`src/rtl/register_addr_bank_if.sv`:
```
// Bus-side signal bundle for register_addr_bank: drive selects, load controls,
// count strobes and the addr/xfer drive pairs that feed the shared bus muxes.
interface register_addr_bank_if #(
    parameter int WIDTH_AX   = 16,
    parameter int WIDTH_MAIN = 8,
    parameter int COUNT      = 5,
    parameter int SEL_W      = 3
);
    logic                  addr_assert;
    logic [SEL_W-1:0]      addr_sel;
    logic                  xfer_assert;
    logic [SEL_W-1:0]      xfer_sel;
    logic                  load_xfer;
    logic [SEL_W-1:0]      load_sel;
    logic [WIDTH_AX-1:0]   xfer_in;
    logic [WIDTH_MAIN-1:0] main_in;
    logic                  load_low_main;
    logic                  load_high_main;
    logic [COUNT-1:0]      inc;
    logic [COUNT-1:0]      dec;
    logic [WIDTH_AX-1:0]   addr_out;
    logic                  addr_en;
    logic [WIDTH_AX-1:0]   xfer_out;
    logic                  xfer_en;
    logic                  stage_valid;

    modport master (
        output addr_assert, addr_sel, xfer_assert, xfer_sel, load_xfer, load_sel,
               xfer_in, main_in, load_low_main, load_high_main, inc, dec,
        input  addr_out, addr_en, xfer_out, xfer_en, stage_valid
    );

    modport slave (
        input  addr_assert, addr_sel, xfer_assert, xfer_sel, load_xfer, load_sel,
               xfer_in, main_in, load_low_main, load_high_main, inc, dec,
        output addr_out, addr_en, xfer_out, xfer_en, stage_valid
    );
endinterface

```
`src/rtl/register_addr_bank.sv`:
```
// Bank of COUNT address registers with addr/xfer drive, xfer load, inc/dec and a
// two-step main-bus byte load. Define ADDR_BANK_ERR_EN to add the sticky err output.
module register_addr_bank #(
    parameter int WIDTH_AX   = 16,
    parameter int WIDTH_MAIN = 8,
    parameter int COUNT      = 5,
    parameter int SEL_W      = 3
) (
    input  logic                 clk,
    input  logic                 reset,
    register_addr_bank_if.slave  bus
`ifdef ADDR_BANK_ERR_EN
    ,
    output logic                 err
`endif
);

    typedef enum logic {IDLE, LOW_HELD} state_t;

    state_t                state;
    logic [WIDTH_MAIN-1:0] stage;
    logic [WIDTH_AX-1:0]   regs [COUNT];
    logic                  commit_fire;

    assign commit_fire     = (state == LOW_HELD) && bus.load_high_main;
    assign bus.stage_valid = (state == LOW_HELD);

    // Out-of-range selects match no loop index, so enable and data stay zero.
    always_comb begin
        // NOTE: every output gets a default before the loop so no latch is inferred.
        bus.addr_en  = 1'b0;
        bus.addr_out = '0;
        bus.xfer_en  = 1'b0;
        bus.xfer_out = '0;
        for (int i = 0; i < COUNT; i++) begin
            if (bus.addr_assert && bus.addr_sel == i[SEL_W-1:0]) begin
                bus.addr_en  = 1'b1;
                bus.addr_out = regs[i];
            end
            if (bus.xfer_assert && bus.xfer_sel == i[SEL_W-1:0]) begin
                bus.xfer_en  = 1'b1;
                bus.xfer_out = regs[i];
            end
        end
    end

    always_ff @(posedge clk or posedge reset) begin
        if (reset) begin
            state <= IDLE;
            stage <= '0;
            // NOTE: these are flops rather than a RAM, so clearing every entry on reset is intended.
            for (int i = 0; i < COUNT; i++) regs[i] <= '0;
        end else begin
            // NOTE: non-blocking assignments keep every register reading pre-edge values.
            for (int i = 0; i < COUNT; i++) begin
                if (bus.load_xfer && bus.load_sel == i[SEL_W-1:0])
                    regs[i] <= bus.xfer_in;
                else if (commit_fire && bus.load_sel == i[SEL_W-1:0])
                    regs[i] <= {bus.main_in, stage};
                else if (bus.inc[i] && !bus.dec[i])
                    regs[i] <= regs[i] + WIDTH_AX'(1);
                else if (bus.dec[i] && !bus.inc[i])
                    regs[i] <= regs[i] - WIDTH_AX'(1);
            end

            case (state)
                IDLE: begin
                    if (bus.load_low_main) begin
                        stage <= bus.main_in;
                        state <= LOW_HELD;
                    end
                end
                LOW_HELD: begin
                    // The commit above used the old stage; a simultaneous low load re-stages.
                    if (bus.load_low_main) begin
                        stage <= bus.main_in;
                    end else if (bus.load_high_main) begin
                        stage <= '0;
                        state <= IDLE;
                    end
                end
                default: state <= IDLE;
            endcase
        end
    end

`ifdef ADDR_BANK_ERR_EN
    function automatic logic sel_ok(input logic [SEL_W-1:0] sel);
        return {1'b0, sel} < COUNT[SEL_W:0];
    endfunction

    logic err_event;

    // load_xfer and commit share load_sel, so any overlap is a same-index collision.
    always_comb begin
        err_event = 1'b0;
        if (bus.load_xfer && !sel_ok(bus.load_sel))  err_event = 1'b1;
        if (state == IDLE && bus.load_high_main)     err_event = 1'b1;
        if (commit_fire && !sel_ok(bus.load_sel))    err_event = 1'b1;
        if (commit_fire && bus.load_xfer)            err_event = 1'b1;
        if (|(bus.inc & bus.dec))                    err_event = 1'b1;
    end

    always_ff @(posedge clk or posedge reset) begin
        if (reset)          err <= 1'b0;
        else if (err_event) err <= 1'b1;
    end
`endif

endmodule
```
`src/flat_wrapper.sv`:
```
// flat-port wrapper written by rule: the top's interface ports become plain ports
module register_addr_bank_flat 
#(
    parameter int WIDTH_AX   = 16,
    parameter int WIDTH_MAIN = 8,
    parameter int COUNT      = 5,
    parameter int SEL_W      = 3
)
  (clk, reset, bus_addr_assert, bus_addr_sel, bus_xfer_assert, bus_xfer_sel, bus_load_xfer, bus_load_sel, bus_xfer_in, bus_main_in, bus_load_low_main, bus_load_high_main, bus_inc, bus_dec, bus_addr_out, bus_addr_en, bus_xfer_out, bus_xfer_en, bus_stage_valid);
  register_addr_bank_if #(.WIDTH_AX(WIDTH_AX), .WIDTH_MAIN(WIDTH_MAIN), .COUNT(COUNT), .SEL_W(SEL_W)) bus_i ();
  input  logic clk;
  input  logic reset;
  input wire logic [$bits(bus_i.addr_assert)-1:0] bus_addr_assert;
  input wire logic [$bits(bus_i.addr_sel)-1:0] bus_addr_sel;
  input wire logic [$bits(bus_i.xfer_assert)-1:0] bus_xfer_assert;
  input wire logic [$bits(bus_i.xfer_sel)-1:0] bus_xfer_sel;
  input wire logic [$bits(bus_i.load_xfer)-1:0] bus_load_xfer;
  input wire logic [$bits(bus_i.load_sel)-1:0] bus_load_sel;
  input wire logic [$bits(bus_i.xfer_in)-1:0] bus_xfer_in;
  input wire logic [$bits(bus_i.main_in)-1:0] bus_main_in;
  input wire logic [$bits(bus_i.load_low_main)-1:0] bus_load_low_main;
  input wire logic [$bits(bus_i.load_high_main)-1:0] bus_load_high_main;
  input wire logic [$bits(bus_i.inc)-1:0] bus_inc;
  input wire logic [$bits(bus_i.dec)-1:0] bus_dec;
  output wire logic [$bits(bus_i.addr_out)-1:0] bus_addr_out;
  output wire logic [$bits(bus_i.addr_en)-1:0] bus_addr_en;
  output wire logic [$bits(bus_i.xfer_out)-1:0] bus_xfer_out;
  output wire logic [$bits(bus_i.xfer_en)-1:0] bus_xfer_en;
  output wire logic [$bits(bus_i.stage_valid)-1:0] bus_stage_valid;
  assign bus_i.addr_assert = bus_addr_assert;
  assign bus_i.addr_sel = bus_addr_sel;
  assign bus_i.xfer_assert = bus_xfer_assert;
  assign bus_i.xfer_sel = bus_xfer_sel;
  assign bus_i.load_xfer = bus_load_xfer;
  assign bus_i.load_sel = bus_load_sel;
  assign bus_i.xfer_in = bus_xfer_in;
  assign bus_i.main_in = bus_main_in;
  assign bus_i.load_low_main = bus_load_low_main;
  assign bus_i.load_high_main = bus_load_high_main;
  assign bus_i.inc = bus_inc;
  assign bus_i.dec = bus_dec;
  assign bus_addr_out = bus_i.addr_out;
  assign bus_addr_en = bus_i.addr_en;
  assign bus_xfer_out = bus_i.xfer_out;
  assign bus_xfer_en = bus_i.xfer_en;
  assign bus_stage_valid = bus_i.stage_valid;
  register_addr_bank #(.WIDTH_AX(WIDTH_AX), .WIDTH_MAIN(WIDTH_MAIN), .COUNT(COUNT), .SEL_W(SEL_W)) u_core (.clk(clk), .reset(reset), .bus(bus_i));
endmodule
```
`config.mk`:
```
export PLATFORM = sky130hd
export DESIGN_NAME = register_addr_bank_flat
export DESIGN_NICKNAME = d
export VERILOG_FILES = /design/src/rtl/register_addr_bank_if.sv /design/src/rtl/register_addr_bank.sv /design/src/flat_wrapper.sv
export SDC_FILE = /design/constraint.sdc
export NUM_CORES = 1
export LEC_CHECK = 0
export ABC_AREA = 1
export BUFFER_PORTS_ARGS = -buffer_cell sky130_fd_sc_hd__buf_4
export CORE_MARGIN = 5
export CORE_UTILIZATION = 55
export DETAILED_ROUTE_END_ITERATION = 10
export GPL_TIMING_DRIVEN = 0
export PLACE_DENSITY = 0.74
export SKIP_CTS_REPAIR_TIMING = 1
export SYNTH_ARGS = -nofsm -noshare
export SYNTH_HDL_FRONTEND = slang
export SYNTH_SLANG_ARGS = --single-unit
```
`constraint.sdc`:
```
create_clock -name clk -period 4.6 [get_ports clk]
set_input_delay 1.15 -clock clk [delete_from_list [all_inputs] [get_ports clk]]
set_output_delay 1.15 -clock clk [all_outputs]
set_load 0.1 [all_outputs]
```
==> PnR_summary.wiki <==
{| class="wikitable"
! Metric !! Value
|-
| Run status || complete, no violations
|-
| Non-filler cells in the finished layout || ~2200
|-
| 1st-pass router iterations || 8
|-
| Total CTS buffers || 9
|-
| Core Area || a little under 20000 sq um
|-
| Highest-count cells in the layout ignoring fill and taps || nand2_1, inv_1, a21oi_1
|-
| Area growth syn-to-layout || 11.8%
|-
| Relative slew slack || 0.579
|-
| Met1 wire length || 16600 um
|-
| Clock tree from TritonCTS || done
|-
| Maximum number of pins on one net before global-route repair || between 50 and 60
|-
| Sum of overflow across all layers after global routing || 0
|-
| Met2 wire length || ~18000 um
|-
| RSZ-0062 raised after global routing || false
|-
| Layout cell share with drive strength beyond 1 || 0.0952
|-
| Static leakage || roughly 6.9 nW
|-
| Number of storage elements in the synthesis netlist || between 80 and 90
|-
| WP data arrival || about 3100 ps
|-
| Post-detailed-placement half-perimeter wirelength || 32600 um
|-
| Port Buf Inserts || 84
|-
| Clock Tree Buf Depth || 2
|-
| Setup violators final || 0
|-
| Share of flip-flops with an asynchronous set or reset || 1.00
|-
| Number of vias per cell || between 5 and 6
|-
| Slew of the pin with the lowest slew margin || 628 ps
|-
| Wire per inst || ~18 um
|-
| Clock latency on the worst-skew pair || approximately 370 ps
|-
| Cell count after synthesis || between 1500 and 2000
|-
| Fmax achieved || roughly 240 MHz
|-
| Area share of the largest cell type after synthesis || 0.206
|-
| Depth of the CTS H-tree || 3
|-
| Clock period minus worst slack || 4250 ps
|-
| Initial Utilization || 0.557
|-
| Residual antenna-violating net count after detailed routing || 0
|-
| IR Drop Worst-Case VDD || ~0.46 mV
|-
| Routed via count || between 10000 and 15000
|-
| Post-synthesis sequential area ratio || 0.206
|-
| DIE WIDTH || 150 um
|-
| Topmost layer with routed signal wires || met4
|-
| Global-route wire length before repair || 62500 um
|-
| Total number of clock tree sinks || 89
|-
| Leading cell type in the layout, fill and taps excluded || nand2_1
|-
| MaxCap Viol Count || 0
|-
| Die area || between 20000 and 25000 sq um
|-
| Largest clock skew in the final design || around 12 ps
|-
| Largest area contributor in the netlist || dfrtp_1
|-
| Cell count after placement || 2193
|-
| Number of placement rows || just over 50
|-
| Die boundary height || 150 um
|-
| Total wirelength of the detailed-routed design || 40900 um
|-
| Worst hold path type || flop to flop
|-
| Total DRC errors in the routed layout || 0
|-
| Netlist area before placement || about 11000 sq um
|-
| # IOs || 85
|-
| Largest fanout of any net on the critical path || 10
|-
| Average footprint of a synthesized cell || 5.87 sq um
|-
| Crit. End Element || output port
|-
| Final Max Slew Viols || 0
|-
| Number of enable-type register cells in the synthesized netlist || 0
|-
| Final worst-path cycle share || 0.923
|-
| Commonest register cell after synthesis || dfrtp_1
|-
| Power density over the cells || ~660 nW/um^2
|-
| Worst Setup Start Kind || input port
|-
| Drt initial violations || around 1600
|-
| Synthesized Nets || 1983
|-
| Number of unique standard cell types used by synthesis || slightly above 40
|-
| Count of warnings emitted by yosys || 0
|-
| Gpl congestion || 1.05
|-
| CTS clock-pin slew for the worst setup and hold paths || ~70 ps
|-
| Largest cells by area after synthesis || dfrtp_1, nand2_1, inv_1, ha_1, a21oi_1
|-
| Initial antenna violation count || 0
|-
| All-Layer GR Usage || 0.362
|-
| Amount of wire on met3 after detailed routing || about 4600 um
|-
| Post-route worst hold slack || 532 ps
|-
| Worst Path Required || 3450 ps
|-
| Clock Tree Root || clkbuf_16
|-
| Number of global-route vias before repair || 11200
|-
| Total Nets Final || between 2000 and 2500
|-
| Kind of critical path || input port to output port
|-
| Number of failing hold endpoints at the final stage || 0
|}
[power by group]
part           switching (mW)  leakage (nW)  total [mW]  internal [mW]
sequential              0.598          1.04        1.74           1.14
clock                   0.351         0.135       0.734          0.382
combinational            3.56          5.69        5.45           1.89
[metrics by stage]
stage | worst slack (ps) | TNS, ps | instance area (sq um) | total power [mW] | utilization
after CTS | 451 | 0 | 12100 | 7.82 | 0.623
after floorplan | 109 | 0 | 10800 | 5.64 | -
after global placement | -199 | -16740 | 11800 | 6.96 | 0.607
final | 353 | 0 | 12100 | 7.93 | 0.623
after detailed placement | 466 | 0 | 11800 | 7.07 | 0.608
after global routing | 304 | 0 | 12100 | 8.68 | 0.623
[cells in the mapped netlist, types with 2 or more instances]
cell       count
nand3b_1       2
o2111ai_1      3
o21ai_0       81
nand2_1      568
and2_1         2
buf_2         33
xnor2_1       14
nor3_1        15
dfrtp_1       89
nor3_2         2
nand3_1      141
o21ai_1       15
a31oi_1        6
a21oi_1      169
nor2_2         6
o22ai_1       30
xor2_1        12
inv_2         15
nand2_2        5
o211ai_1      31
nand4_1        6
nand3_4        2
nand3_2        3
fa_1           5
clkbuf_1       6
nor2_1       128
buf_4          4
inv_1        337
or2_2          8
buf_6          4
a311oi_1       2
ha_1          85
a221oi_1       6
[worst max-delay path, cell delays in order]
cell and delay, ps:
buf_4 110, nor2_1 280, nand2_1 120, nor2_1 420, buf_2 320, a21oi_1 140, o211ai_1 190, buf_4 360
[area by class of cell]
cell class | instances | area (sq um)
Antenna cell | 1 | 2.50
Fill cell | 1949 | 7310
Timing Repair Buffer | 85 | 658
Multi-Input combinational cell | 1354 | 7000
Inverter | 353 | 1330
Buffer | 47 | 263
Sequential cell | 89 | 2230
Clock inverter | 5 | 38.8
Clock buffer | 10 | 239
Tap cell | 265 | 332
[routing by layer]
| layer | vias to the layer above | track usage |
|---|---|---|
| met5 | - | 0 |
| met4 | 0 | 0.140 |
| met3 | 113 | 0.0789 |
| met2 | 673 | 0.562 |
| li1 | 6080 | - |
| met1 | 5751 | 0.494 |
[registers in the layout, summed over array words and instances (netlist names)]
signal                  flops
u_core.stage                8
u_core.regs                80
u_core.bus.stage_valid      1
[kinds of logic after synthesis]
logic type	after synthesis	share of synthesized area
buffers and inverters	400	0.147
flip-flops	89	0.206
XOR/XNOR	26	0.0211
AO/OA/AOI/OAI	346	0.176
AND/OR/NAND/NOR	892	0.342
adder cells (fa/ha/maj)	90	0.108
[path summary, 6_finish.rpt]
check | cells past startpoint | from | slack (ps) | endpoint
worst min-delay path | 2 | u_core.regs[56] | 530 | u_core.regs[56]
min in group asynchronous | 2 | reset | 810 | u_core.regs[8]
worst max register to register | 11 | u_core.regs[64] | 2580 | u_core.regs[72]
worst max-delay path | 8 | bus_xfer_sel[2] | 350 | bus_xfer_out[14]
worst min register to register | 2 | u_core.regs[56] | 530 | u_core.regs[56]
max in group asynchronous | 3 | reset | 3120 | u_core.regs[38]
Note: power is estimated with default switching activity, not from simulation.
